==> src/rtl/pe_array_pkg.sv <==
// Shared definitions for the PE array output path: default geometry, drain FSM
// encoding and the column-slice helper for packed per-column buses.
package pe_array_pkg;

    localparam int DEF_DATA_WIDTH = 32;
    localparam int DEF_NUM_COLS   = 4;

    typedef enum logic {
        IDLE  = 1'b0,
        DRAIN = 1'b1
    } drain_state_e;

    // LSB of column `col` on a bus that packs `width`-bit words side by side.
    function automatic int col_lsb(input int col, input int width);
        return col * width;
    endfunction

endpackage

==> src/rtl/psum_row_bank.sv <==
// One row buffer: NUM_COLS words, per-column arrival mask and a full flag.
// Writes land at the edge; the read port is a plain mux over the stored words.
module psum_row_bank
    import pe_array_pkg::*;
#(
    parameter int DATA_WIDTH = DEF_DATA_WIDTH,
    parameter int NUM_COLS   = DEF_NUM_COLS,
    parameter int CIDX_W     = $clog2(NUM_COLS)
) (
    input  logic                           i_clk,
    input  logic                           i_rest,
    input  logic [NUM_COLS-1:0]            i_wr_en,
    input  logic [NUM_COLS*DATA_WIDTH-1:0] i_wr_data,
    input  logic                           i_set_full,
    input  logic                           i_clr_full,
    input  logic [CIDX_W-1:0]              i_rd_idx,
    output logic [DATA_WIDTH-1:0]          o_rd_data,
    output logic [NUM_COLS-1:0]            o_mask,
    output logic                           o_full
);

    logic [DATA_WIDTH-1:0] data_q [NUM_COLS];
    logic [DATA_WIDTH-1:0] data_d [NUM_COLS];
    logic [NUM_COLS-1:0]   mask_q, mask_d;
    logic                  full_q, full_d;

    always_comb begin
        data_d = data_q;
        for (int c = 0; c < NUM_COLS; c++) begin
            if (i_wr_en[c]) begin
                data_d[c] = i_wr_data[col_lsb(c, DATA_WIDTH) +: DATA_WIDTH];
            end
        end
        // Completing the row hands the mask back clean for the next fill.
        mask_d = i_set_full ? '0 : (mask_q | i_wr_en);
        full_d = full_q;
        if (i_set_full) full_d = 1'b1;
        if (i_clr_full) full_d = 1'b0;
    end

    always_ff @(posedge i_clk) begin
        if (i_rest) begin
            mask_q <= '0;
            full_q <= 1'b0;
        end else begin
            mask_q <= mask_d;
            full_q <= full_d;
        end
    end

    always_ff @(posedge i_clk) begin
        data_q <= data_d;
    end

    assign o_rd_data = data_q[i_rd_idx];
    assign o_mask    = mask_q;
    assign o_full    = full_q;

endmodule

==> src/rtl/psum_row_collector.sv <==
// Collects skewed per-column psum words into rows in a ping-pong bank pair and
// streams completed rows out word by word over valid/ready.
module psum_row_collector
    import pe_array_pkg::*;
#(
    parameter int DATA_WIDTH = DEF_DATA_WIDTH,
    parameter int NUM_COLS   = DEF_NUM_COLS,
    parameter int ROW_IDX_W  = 8
) (
    input  logic                           i_clk,
    input  logic                           i_rest,
    input  logic [NUM_COLS-1:0]            i_col_valid,
    input  logic [NUM_COLS*DATA_WIDTH-1:0] i_psum_f_pe,
    output logic                           o_array_stall,
    output logic [DATA_WIDTH-1:0]          o_psum_data,
    output logic                           o_psum_valid,
    input  logic                           i_psum_ready,
    output logic                           o_psum_last,
    output logic [ROW_IDX_W-1:0]           o_row_idx,
    output logic                           o_overflow,
    input  logic                           i_clear_err
);

    localparam int                CIDX_W   = $clog2(NUM_COLS);
    localparam logic [CIDX_W-1:0] LAST_COL = CIDX_W'(NUM_COLS - 1);

    drain_state_e         state_q, state_d;
    logic                 wr_bank_q, wr_bank_d;
    logic                 rd_bank_q, rd_bank_d;
    logic [CIDX_W-1:0]    col_idx_q, col_idx_d;
    logic [ROW_IDX_W-1:0] row_idx_q, row_idx_d;
    logic                 overflow_q, overflow_d;

    logic [NUM_COLS-1:0]   bank_mask    [2];
    logic [DATA_WIDTH-1:0] bank_rd_data [2];
    logic [NUM_COLS-1:0]   bank_wr_en   [2];
    logic [1:0]            bank_full;
    logic [1:0]            bank_set_full;
    logic [1:0]            bank_clr_full;

    logic [NUM_COLS-1:0] cur_mask, accepted;
    logic                cur_full, row_done, ovf_event, row_release;

    for (genvar b = 0; b < 2; b++) begin : g_bank
        psum_row_bank #(
            .DATA_WIDTH (DATA_WIDTH),
            .NUM_COLS   (NUM_COLS),
            .CIDX_W     (CIDX_W)
        ) u_bank (
            .i_clk      (i_clk),
            .i_rest     (i_rest),
            .i_wr_en    (bank_wr_en[b]),
            .i_wr_data  (i_psum_f_pe),
            .i_set_full (bank_set_full[b]),
            .i_clr_full (bank_clr_full[b]),
            .i_rd_idx   (col_idx_q),
            .o_rd_data  (bank_rd_data[b]),
            .o_mask     (bank_mask[b]),
            .o_full     (bank_full[b])
        );
    end

    // Capture side: a full write bank swallows every valid as an overflow.
    always_comb begin
        cur_mask   = bank_mask[wr_bank_q];
        cur_full   = bank_full[wr_bank_q];
        accepted   = cur_full ? '0 : (i_col_valid & ~cur_mask);
        row_done   = (|accepted) && (&(cur_mask | accepted));
        ovf_event  = cur_full ? (|i_col_valid) : (|(i_col_valid & cur_mask));
        wr_bank_d  = wr_bank_q ^ row_done;
        overflow_d = (overflow_q & ~i_clear_err) | ovf_event;
    end

    always_comb begin
        for (int b = 0; b < 2; b++) begin
            bank_wr_en[b]    = (wr_bank_q == 1'(b)) ? accepted : '0;
            bank_set_full[b] = row_done && (wr_bank_q == 1'(b));
            bank_clr_full[b] = row_release && (rd_bank_q == 1'(b));
        end
    end

    always_ff @(posedge i_clk) begin
        if (i_rest) begin
            state_q    <= IDLE;
            wr_bank_q  <= 1'b0;
            rd_bank_q  <= 1'b0;
            col_idx_q  <= '0;
            row_idx_q  <= '0;
            overflow_q <= 1'b0;
        end else begin
            state_q    <= state_d;
            wr_bank_q  <= wr_bank_d;
            rd_bank_q  <= rd_bank_d;
            col_idx_q  <= col_idx_d;
            row_idx_q  <= row_idx_d;
            overflow_q <= overflow_d;
        end
    end

    always_comb begin
        state_d     = state_q;
        col_idx_d   = col_idx_q;
        rd_bank_d   = rd_bank_q;
        row_idx_d   = row_idx_q;
        row_release = 1'b0;
        case (state_q)
            IDLE: begin
                if (bank_full[rd_bank_q]) begin
                    state_d   = DRAIN;
                    col_idx_d = '0;
                end
            end
            DRAIN: begin
                if (i_psum_ready) begin
                    if (col_idx_q == LAST_COL) begin
                        row_release = 1'b1;
                        col_idx_d   = '0;
                        rd_bank_d   = ~rd_bank_q;
                        row_idx_d   = row_idx_q + 1'b1;
                        // Other bank already waiting: keep streaming without a bubble.
                        state_d     = bank_full[~rd_bank_q] ? DRAIN : IDLE;
                    end else begin
                        col_idx_d = col_idx_q + 1'b1;
                    end
                end
            end
        endcase
    end

    always_comb begin
        o_psum_valid = (state_q == DRAIN);
        o_psum_data  = '0;
        o_psum_last  = 1'b0;
        if (state_q == DRAIN) begin
            o_psum_data = bank_rd_data[rd_bank_q];
            o_psum_last = (col_idx_q == LAST_COL);
        end
    end

    assign o_array_stall = bank_full[wr_bank_q];
    assign o_row_idx     = row_idx_q;
    assign o_overflow    = overflow_q;

endmodule
==> config.mk <==
export PLATFORM = sky130hd
export DESIGN_NAME = psum_row_collector
export DESIGN_NICKNAME = d
export VERILOG_FILES = /design/src/rtl/pe_array_pkg.sv /design/src/rtl/psum_row_bank.sv /design/src/rtl/psum_row_collector.sv
export SDC_FILE = /design/constraint.sdc
export NUM_CORES = 1
export LEC_CHECK = 0
export CORE_UTILIZATION = 50
export DETAILED_ROUTE_END_ITERATION = 7
export GPL_TIMING_DRIVEN = 1
export PLACE_DENSITY = 0.76
export SYNTH_ARGS = -nofsm -noshare
export SYNTH_HDL_FRONTEND = slang
export SYNTH_SLANG_ARGS = --single-unit
==> constraint.sdc <==
create_clock -name i_clk -period 5.5 [get_ports i_clk]
set_input_delay 1.1 -clock i_clk [delete_from_list [all_inputs] [get_ports i_clk]]
set_output_delay 1.1 -clock i_clk [all_outputs]
set_load 0.01 [all_outputs]
==> Yosys cells after proc, flatten, opt, wreduce, memory -nomap -nowiden <==
Cells that the tools add are included.
{ "word_totals": {"word_cells": 96, "input_bits": 136, "output_inout_bits": 44, "ff_bits": 280} }
{ "classes": {"n_eq_ne": 3, "n_mux": 36, "n_addsub": 2, "n_reduce_logical": 15, "bitwise": 16, "magnitude_cmp": 6} }
{ "op_table": {"columns": ["cell", "count"], "rows": [
  ["$mux 32", 8],
  ["$bmux 32 s2", 2],
  ["$mux 4", 6],
  ["$mux 1", 15],
  ["$or 4x4->4", 3],
  ["$reduce_or 4->1", 3],
  ["$add 8x1->8 const B", 1],
  ["$and 4x4->4", 2],
  ["$reduce_or 2->1", 4],
  ["$lt 1x2->1 const B", 3],
  ["$mux 2", 3],
  ["$logic_and 1x1->1", 5],
  ["$ge 2x2->1 const B", 2],
  ["$ne 2x2->1 const B", 2],
  ["$not 1->1", 4],
  ["$not 1->2", 2],
  ["$not 4->4", 1],
  ["$pmux 2 s2", 1],
  ["$reduce_and 4->1", 1],
  ["$ge 3x3->1 const B", 1],
  ["$not 2->3", 1],
  ["$reduce_and 3->1", 1],
  ["$add 2x1->2 const B", 1],
  ["$eq 2x2->1 const B", 1],
  ["other kinds (5)", 5]
]} }

==> Logic depth before layout (Yosys ltp) <==
Gate-level depths: netlist of run 1.
{ "depth": {"depth_word": 12, "mapped_depth": 8, "ltp_nobuf": 7} }

==> Modules after synthesis <==
Synthesis of run 1 repeated with hierarchy kept, for this count alone.
{ "unflattened": {"cells_unflattened": 545, "hier_area_um2": 11103.1} }
{ "modules_own_cells": {"columns": ["module", "seq_area_each_um2", "cells_per_inst", "instances", "area_per_inst_um2"], "rows": [
  ["psum_row_bank", 3943.8, 179, 2, 4800.9],
  ["psum_row_collector", 280.3, 187, 1, 1501.4]
]} }

==> Worst setup path before layout of run 1 <==
No wires, ideal clock.
{ "synth_timing": {"path_type": "input to register", "start": "in i_col_valid[1]", "end": "reg g_bank[0].u_bank.data_q[64] (netlist bit), enable pin", "required_time_ps": 4984, "path_slack_ps": 500, "path_buffers": 0, "setup_ps": 516, "path_stages": 1, "arrival_ps": 4484, "path_cell_list": "nor4b_1"} }
{ "synth_via": {"elab_chain_cells": 3} }
{ "synth_rtl": {"columns": ["element", "line", "rtl"], "rows": [
  ["start, declared", "psum_row_collector.sv:12", "input logic [NUM_COLS-1:0] i_col_valid,"],
  ["$and 4x4->4", "psum_row_collector.sv:67", "accepted = cur_full ? '0 : (i_col_valid & ~cur_mask);"],
  ["$mux 4", "psum_row_collector.sv:67", null],
  ["$mux 4", "psum_row_collector.sv:76", "bank_wr_en[b] = (wr_bank_q == 1'(b)) ? accepted : '0;"],
  ["end signal, assigned", "psum_row_bank.sv:52", "data_q <= data_d;"],
  ["end, declared", "psum_row_bank.sv:22", "logic [DATA_WIDTH-1:0] data_q [NUM_COLS];"]
]} }
Every way passes these cells.
A chain may end at the register's enable or synchronous reset.

==> Final worst setup path of run 1 <==
{ "layout_timing": {"start": "reg col_idx_q[0]", "end": "out o_psum_data[20]"} }
{ "layout_via": {"elab_chain_cells": 8, "elab_cells_between_ends": 11, "classes_between": "mux (10); bitwise (1)"} }
{ "layout_rtl": {"columns": ["element", "line", "rtl"], "rows": [
  ["start, declared", "psum_row_collector.sv:30", "logic [CIDX_W-1:0] col_idx_q, col_idx_d;"],
  ["start signal, assigned", "psum_row_collector.sv:94", "col_idx_q <= col_idx_d;"],
  ["$not 2->3 (implied by the code) (*)", "psum_row_bank.sv:55", "assign o_rd_data = data_q[i_rd_idx];"],
  ["$bmux 32 s2", "psum_row_bank.sv:55", null],
  ["$mux 32 (implied by the code) (2 in a row)", "psum_row_bank.sv:55", null],
  ["$mux 32 (implied by the code) (*) (3 in a row)", "psum_row_collector.sv:135", "o_psum_data = bank_rd_data[rd_bank_q];"],
  ["$mux 32 (*)", "psum_row_collector.sv:134", "if (state_q == DRAIN) begin"],
  ["end, declared", "psum_row_collector.sv:15", "output logic [DATA_WIDTH-1:0] o_psum_data,"]
]} }
Mark *: on every way between the ends. The rest lies on a longest branch, timed or not. The select of a mux whose other input is x is not followed.

==> results of run 1 <==
[through the flow]
| stage | util (%) | instances |
|---|---|---|
| 3_3_place_gp | 61.6 | 990 |
| 3_5_place_dp | 61.6 | 990 |
| 6_report | 66.0 | 1043 |
| 5_1_grt | 66.0 | 1043 |
| 2_1_floorplan | - | 551 |
| 4_1_cts | 66.0 | 1043 |
[synth_stat cells, types with 4 or more instances]
cell type,number,area share [%]
nor2_1,27,0.92
buf_2,13,0.59
nand2_1,10,0.34
inv_1,4,0.14
xnor2_1,4,0.32
nor2b_1,32,1.8
dfxtp_1,24,4.4
clkbuf_1,11,0.38
mux4_2,63,13
mux2i_1,34,3.1
mux2_2,5,0.51
ha_1,4,0.46
edfxtp_1,256,70
nor3_1,15,0.68
a21oi_1,10,0.46
[where the power goes]
part	switching (mW)	internal, mW
Clock	0.759	1.11
Sequential	0.107	2.60
Combinational	0.320	0.310
Total	1.19	4.02
[metal layers]
metal	track usage, %	part of all wire (%)
met1	28.7	39
met4	8.28	2.9
met3	4.15	7.2
met2	37.8	51
met5	0	0.053
[cell families after synthesis]
kind of cell,Yosys count,share of synthesized area (%)
muxes,103,16.8
AOI/OAI and AO/OA,24,1.42
and+or+nand+nor,99,4.65
xor gates and xnor gates,7,0.558
DFF,280,74.3
adders and majority gates,4,0.455
buffers and inverters,34,1.83
[registers in the layout, indices dropped and copies added (netlist names)]
register and flops:
g_bank.u_bank.data_q 256, g_bank.u_bank.o_mask 8, o_row_idx 8, col_idx_q 2, g_bank.u_bank.o_full 2, o_overflow 1
o_psum_valid 1, rd_bank_q 1, wr_bank_q 1
[worst max-delay path, stage by stage (launching register included)]
cell	delay [ns]
dfxtp_4	0.97
buf_4	0.38
mux4_2	0.54
mux2i_1	0.17
nor2b_1	0.09
clkdlybuf4s50_1	0.48
[cell type report]
class	instances	share of cell area, %
Clock buffer	38	5.69
Clock inverter	15	0.927
Inverter	4	0.107
Multi-Input combinational cell	237	19.0
Sequential cell	280	58.2
Tap cell	275	2.45
Timing Repair Buffer	194	13.6
[how the worst min path moves through the flow]
stage,cells after the start,slack [ns],to
2_1_floorplan,2,0.48,g_bank[1].u_bank.o_mask[3]
3_3_place_gp,2,0.48,o_row_idx[1]
6_report,2,0.50,o_row_idx[1]
4_1_cts,2,0.51,o_row_idx[1]
5_1_grt,2,0.55,o_row_idx[1]
3_5_place_dp,2,0.50,o_row_idx[1]
==> results.md, run 1 <==
* Status: finished clean
* WS Path Type: flip-flop to primary output
* Cell variety after synth at 40
* WP data required at between 4 and 5 ns
* Max_cap viols at 0
* Main synth FF type: edfxtp_1
* Total die area at approximately 0.023 mm^2
* RSZ-0062 raised after global routing: no
* Final net count at 886
* Fraction of synthesis flops using an asynchronous set or reset pin at 0%
* Total Power at about 5.2 mW
* Synth Cell Area at around 0.011 mm^2
* FF-to-FF End: g_bank[1].u_bank.data_q[105]
* Slew margin rel. at between 30% and 40%
* Worst setup EP type: primary output
* Initial antenna violation count at 3
* Worst-path clk slew at 0.06 ns
* CTS tree: yes
* Hold crit path type: flip-flop to flip-flop
* Tcrit/Tclk final at between 70% and 80%
* Most frequent cells in the layout: edfxtp_1 (256), clkdlybuf4s50_1 (179), mux4_2 (63), mux2i_1 (34), nor2b_1 (32)
* CTS resizes at 0
* Post-CTS setup buffer count at 0
* Drt first pass iters at 4
* Hold_sp: o_row_idx[1]
* Port-buffer cells at about 180
* Hold slack at 0.503 ns
* Post-route ant nets at 0
* TritonCTS Buffers at 29
* Setup TNS at 0 ns
* Commonest non-fill, non-tap cell in the layout: edfxtp_1
* Clk buf depth at 3
* Vias per inst at roughly 5.7
* Final hold vios at 0
* Share of layout cells above drive strength 1 at between 10% and 20%
* Worst VDD drop at 0.282 mV
* PD cells at approximately 370 mW/mm^2
* Area delta synth->final at 27.8%
* Worst Setup EP: o_psum_data[20]
* DP Wirelength at approximately 16000 um
* Worst setup SP type: flip-flop
* Vias in the first global route at about 6400
* Sink Count at 280
* Placer Congestion at a little under 0.9
* Fill count at between 1000 and 1500
* Pre-CTS WS at 1.74 ns
* Total track usage at 22.3%
* Initial Utilization at between 50% and 60%
* Clock Latency Late Sink at 0.54 ns
* Worst Path Max Fanout at 47
* Die width at about 150 um
* Final WL at 24600 um
* Initial detailed-routing violation count at around 440
* Flops & latches, synth at between 200 and 300
* Io pins at 180
* Slew Viols, Final at 0
* Critical Path Start: col_idx_q[0]
* Setup Skew at around 0.015 ns
* Design area at roughly 0.014 mm^2
* Cts-stage hold buffer count at 0
* Root Buffer: clkbuf_16
* Ant. Diodes at 0
* Core Box Area at 0.0213 mm^2
* Worst EP arrival at 3.17 ns
* Die height at 150 um
* Worst setup margin at 1.23 ns
* Row count at 53
* H-tree Lvls at 1
* R2R cell count at 5
* Maximum number of pins on one net before global-route repair at 67
* Sequential cell area at 0.00818 mm^2
* First-pass GRT wire length at 36100 um
* Syn Area/Cell at 19.9 um^2
* Flop2flop setup slack at between 3 and 4 ns
* Multi-input gate area at ~0.0027 mm^2
* Final setup viols at 0
* Syn. warnings at 0
* Placed cell areas at 0.0131 mm^2
* Drt drc at 0
* Vias at 5975
* Slew @ Worst Pin at between 1 and 1.5 ns
* Gr ovfl total at 0
* Tmin final at 4.27 ns
* Syn_nets at ~700
* Fmax at between 200 and 250 MHz
* Cells after synthesis at around 550
* Pleak at approximately 4.5 nW
* Register area share after synthesis at about three quarters
* Crit Reg-Reg Startpoint: wr_bank_q
* Number of flops mapped to enable cells by yosys at ~260
* DR WL/cell at roughly 24 um
Note: power is estimated with default switching activity, not from simulation.
==> run 2: changes to the inputs <==
--- a/config.mk
+++ b/config.mk
@@ -5,7 +5,7 @@
 export SDC_FILE = /design/constraint.sdc
 export NUM_CORES = 1
 export LEC_CHECK = 0
-export CORE_UTILIZATION = 50
+export CORE_UTILIZATION = 48
 export DETAILED_ROUTE_END_ITERATION = 7
 export GPL_TIMING_DRIVEN = 1
 export PLACE_DENSITY = 0.76
==> constraint.sdc (replaced) <==
create_clock -name i_clk -period 3.9 [get_ports i_clk]
set_input_delay 0.78 -clock i_clk [delete_from_list [all_inputs] [get_ports i_clk]]
set_output_delay 0.78 -clock i_clk [all_outputs]
set_load 0.01 [all_outputs]
==> run 2 against run 1 <==
  * Clock power is 27% higher
  * Flip-flop and latch count did not move
  * Worst hold slack got worse by 0.0036 ns
  * Die area rose by 4.1%
==> results.md, run 2 (synthesis results as in run 1) <==
* Drt first pass iters at 5
* Die height at approximately 150 um
* Setup Skew at 0.0104 ns
* Slew margin rel. at between 30% and 40%
* Slew Viols, Final at 0
* Vias at approximately 6000
* DR WL/cell at 24.3 um
* Initial detailed-routing violation count at roughly 440
* Drt drc at 0
* CTS resizes at 0
* Fmax at roughly 290 MHz
* Most frequent cells in the layout: edfxtp_1 (256), clkdlybuf4s50_1 (179), mux4_2 (63), mux2i_1 (34), nor2b_1 (32)
* Placed cell areas at approximately 0.013 mm^2
* RSZ-0062 raised after global routing: no
* Vias in the first global route at 6622
* Share of layout cells above drive strength 1 at around 17%
* Worst setup SP type: flip-flop
* Final hold vios at 0
* Sink Count at 280
* Root Buffer: clkbuf_16
* Placer Congestion at between 0.8 and 0.9
* Design area at roughly 0.014 mm^2
* Cell family with most CP delay: multiplexers
* Worst-path clk slew at 0.06 ns
* Post-route ant nets at 0
* PD cells at slightly above 500 mW/mm^2
* Number of flip-flops in the largest register at approximately 260
* WP data required at between 3 and 4 ns
* Vias per inst at 5.72
* Tmin final at approximately 3.5 ns
* Initial Utilization at around half
* Total die area at between 0.02 and 0.025 mm^2
* Reg with most FFs: g_bank.u_bank.data_q
* Crit path buf inv count at 2
* Cell Chain, Critical Path: buf_12 > mux4_2 > mux2i_1 > nor2b_1 > clkdlybuf4s50_1
* Total track usage at ~22%
* Post-CTS setup buffer count at 0
* Final setup viols at 0
* Ant. Diodes at 0
* Critical-path top delay cell: dfxtp_4
* Die width at 153 um
* Setup TNS at 0 ns
* Maximum number of pins on one net before global-route repair at 42
* DP Wirelength at roughly 16000 um
* Worst VDD drop at roughly 0.34 mV
* Worst setup EP type: primary output
* Clock Latency Late Sink at around 0.53 ns
* First-pass GRT wire length at around 38000 um
* Final net count at just under 900
* Worst EP arrival at roughly 2.7 ns
* Area delta synth->final at 27.7%
* Hold crit path type: flip-flop to flip-flop
* Status: finished clean
* H-tree Lvls at 1
* TritonCTS Buffers at 28
* Crit path largest cell delay at roughly 0.59 ns
* Row count at 54
* Gr ovfl total at 0
* Worst Path Max Fanout at 22
* Final WL at approximately 25000 um
* Slew @ Worst Pin at 0.957 ns
* WS Path Type: flip-flop to primary output
* Initial antenna violation count at 3
* Tcrit/Tclk final at 89.8%
* Pleak at between 4 and 5 nW
* Max_cap viols at 0
* Cts-stage hold buffer count at 0
* Commonest non-fill, non-tap cell in the layout: edfxtp_1
* Clk buf depth at 3
* CTS tree: yes
* Core Box Area at 0.0222 mm^2
* Port-buffer cells at between 150 and 200
* Io pins at 180
[run 2: metal layers]
layer	vias to the layer above	routed length, um	global-route usage (%)
li1	2615	-	-
met1	3045	9770	28.1
met2	274	13100	38.6
met3	45	2030	4.56
met4	4	491	6.06
met5	-	29	0
[run 2: final timing paths]
kind / startpoint / end / slack (ns) / cells past startpoint
worst max-delay path: col_idx_q[0] / o_psum_data[26] / 0.40 / 5
worst min-delay path: o_row_idx[1] / o_row_idx[1] / 0.50 / 2
worst max register to register: wr_bank_q / g_bank[1].u_bank.data_q[121] / 1.57 / 5
worst min register to register: o_row_idx[1] / o_row_idx[1] / 0.50 / 2
[run 2: power breakdown]
part	switching, mW	internal (mW)	total, mW
combinational	0.477	0.459	0.936
clock	1.03	1.34	2.37
sequential	0.140	3.66	3.80
[run 2: layout make-up]
cell class | instances | area (um^2)
clock inverters | 11 | 45.0
fillers | 1562 | 8130
well taps | 280 | 350
inverters | 4 | 15.0
multi-input cells | 237 | 2680
flip-flops and latches | 280 | 8180
clock buffers | 37 | 756
repair buffers | 197 | 2010
[run 2: worst reg2reg max path: cells and delay by family, from the launching register on]
family        cells  cell delay, ns
flops             1            0.69
simple gates      3            0.83
buf+inv           2            0.51
[run 2: through the flow]
stage | hold WS, ns | std cells | utilization (%) | total power, mW | setup WS, ns
after floorplan | 0.476 | 551 | - | 4.30 | 0.228
after detailed placement | 0.495 | 998 | 59.7 | 4.81 | 0.895
after CTS | 0.503 | 1046 | 63.3 | 7.17 | 0.334
final | 0.500 | 1046 | 63.3 | 7.11 | 0.398
after global placement | 0.486 | 998 | 59.7 | 4.76 | 0.933
after global routing | 0.546 | 1046 | 63.3 | 7.36 | 0.242
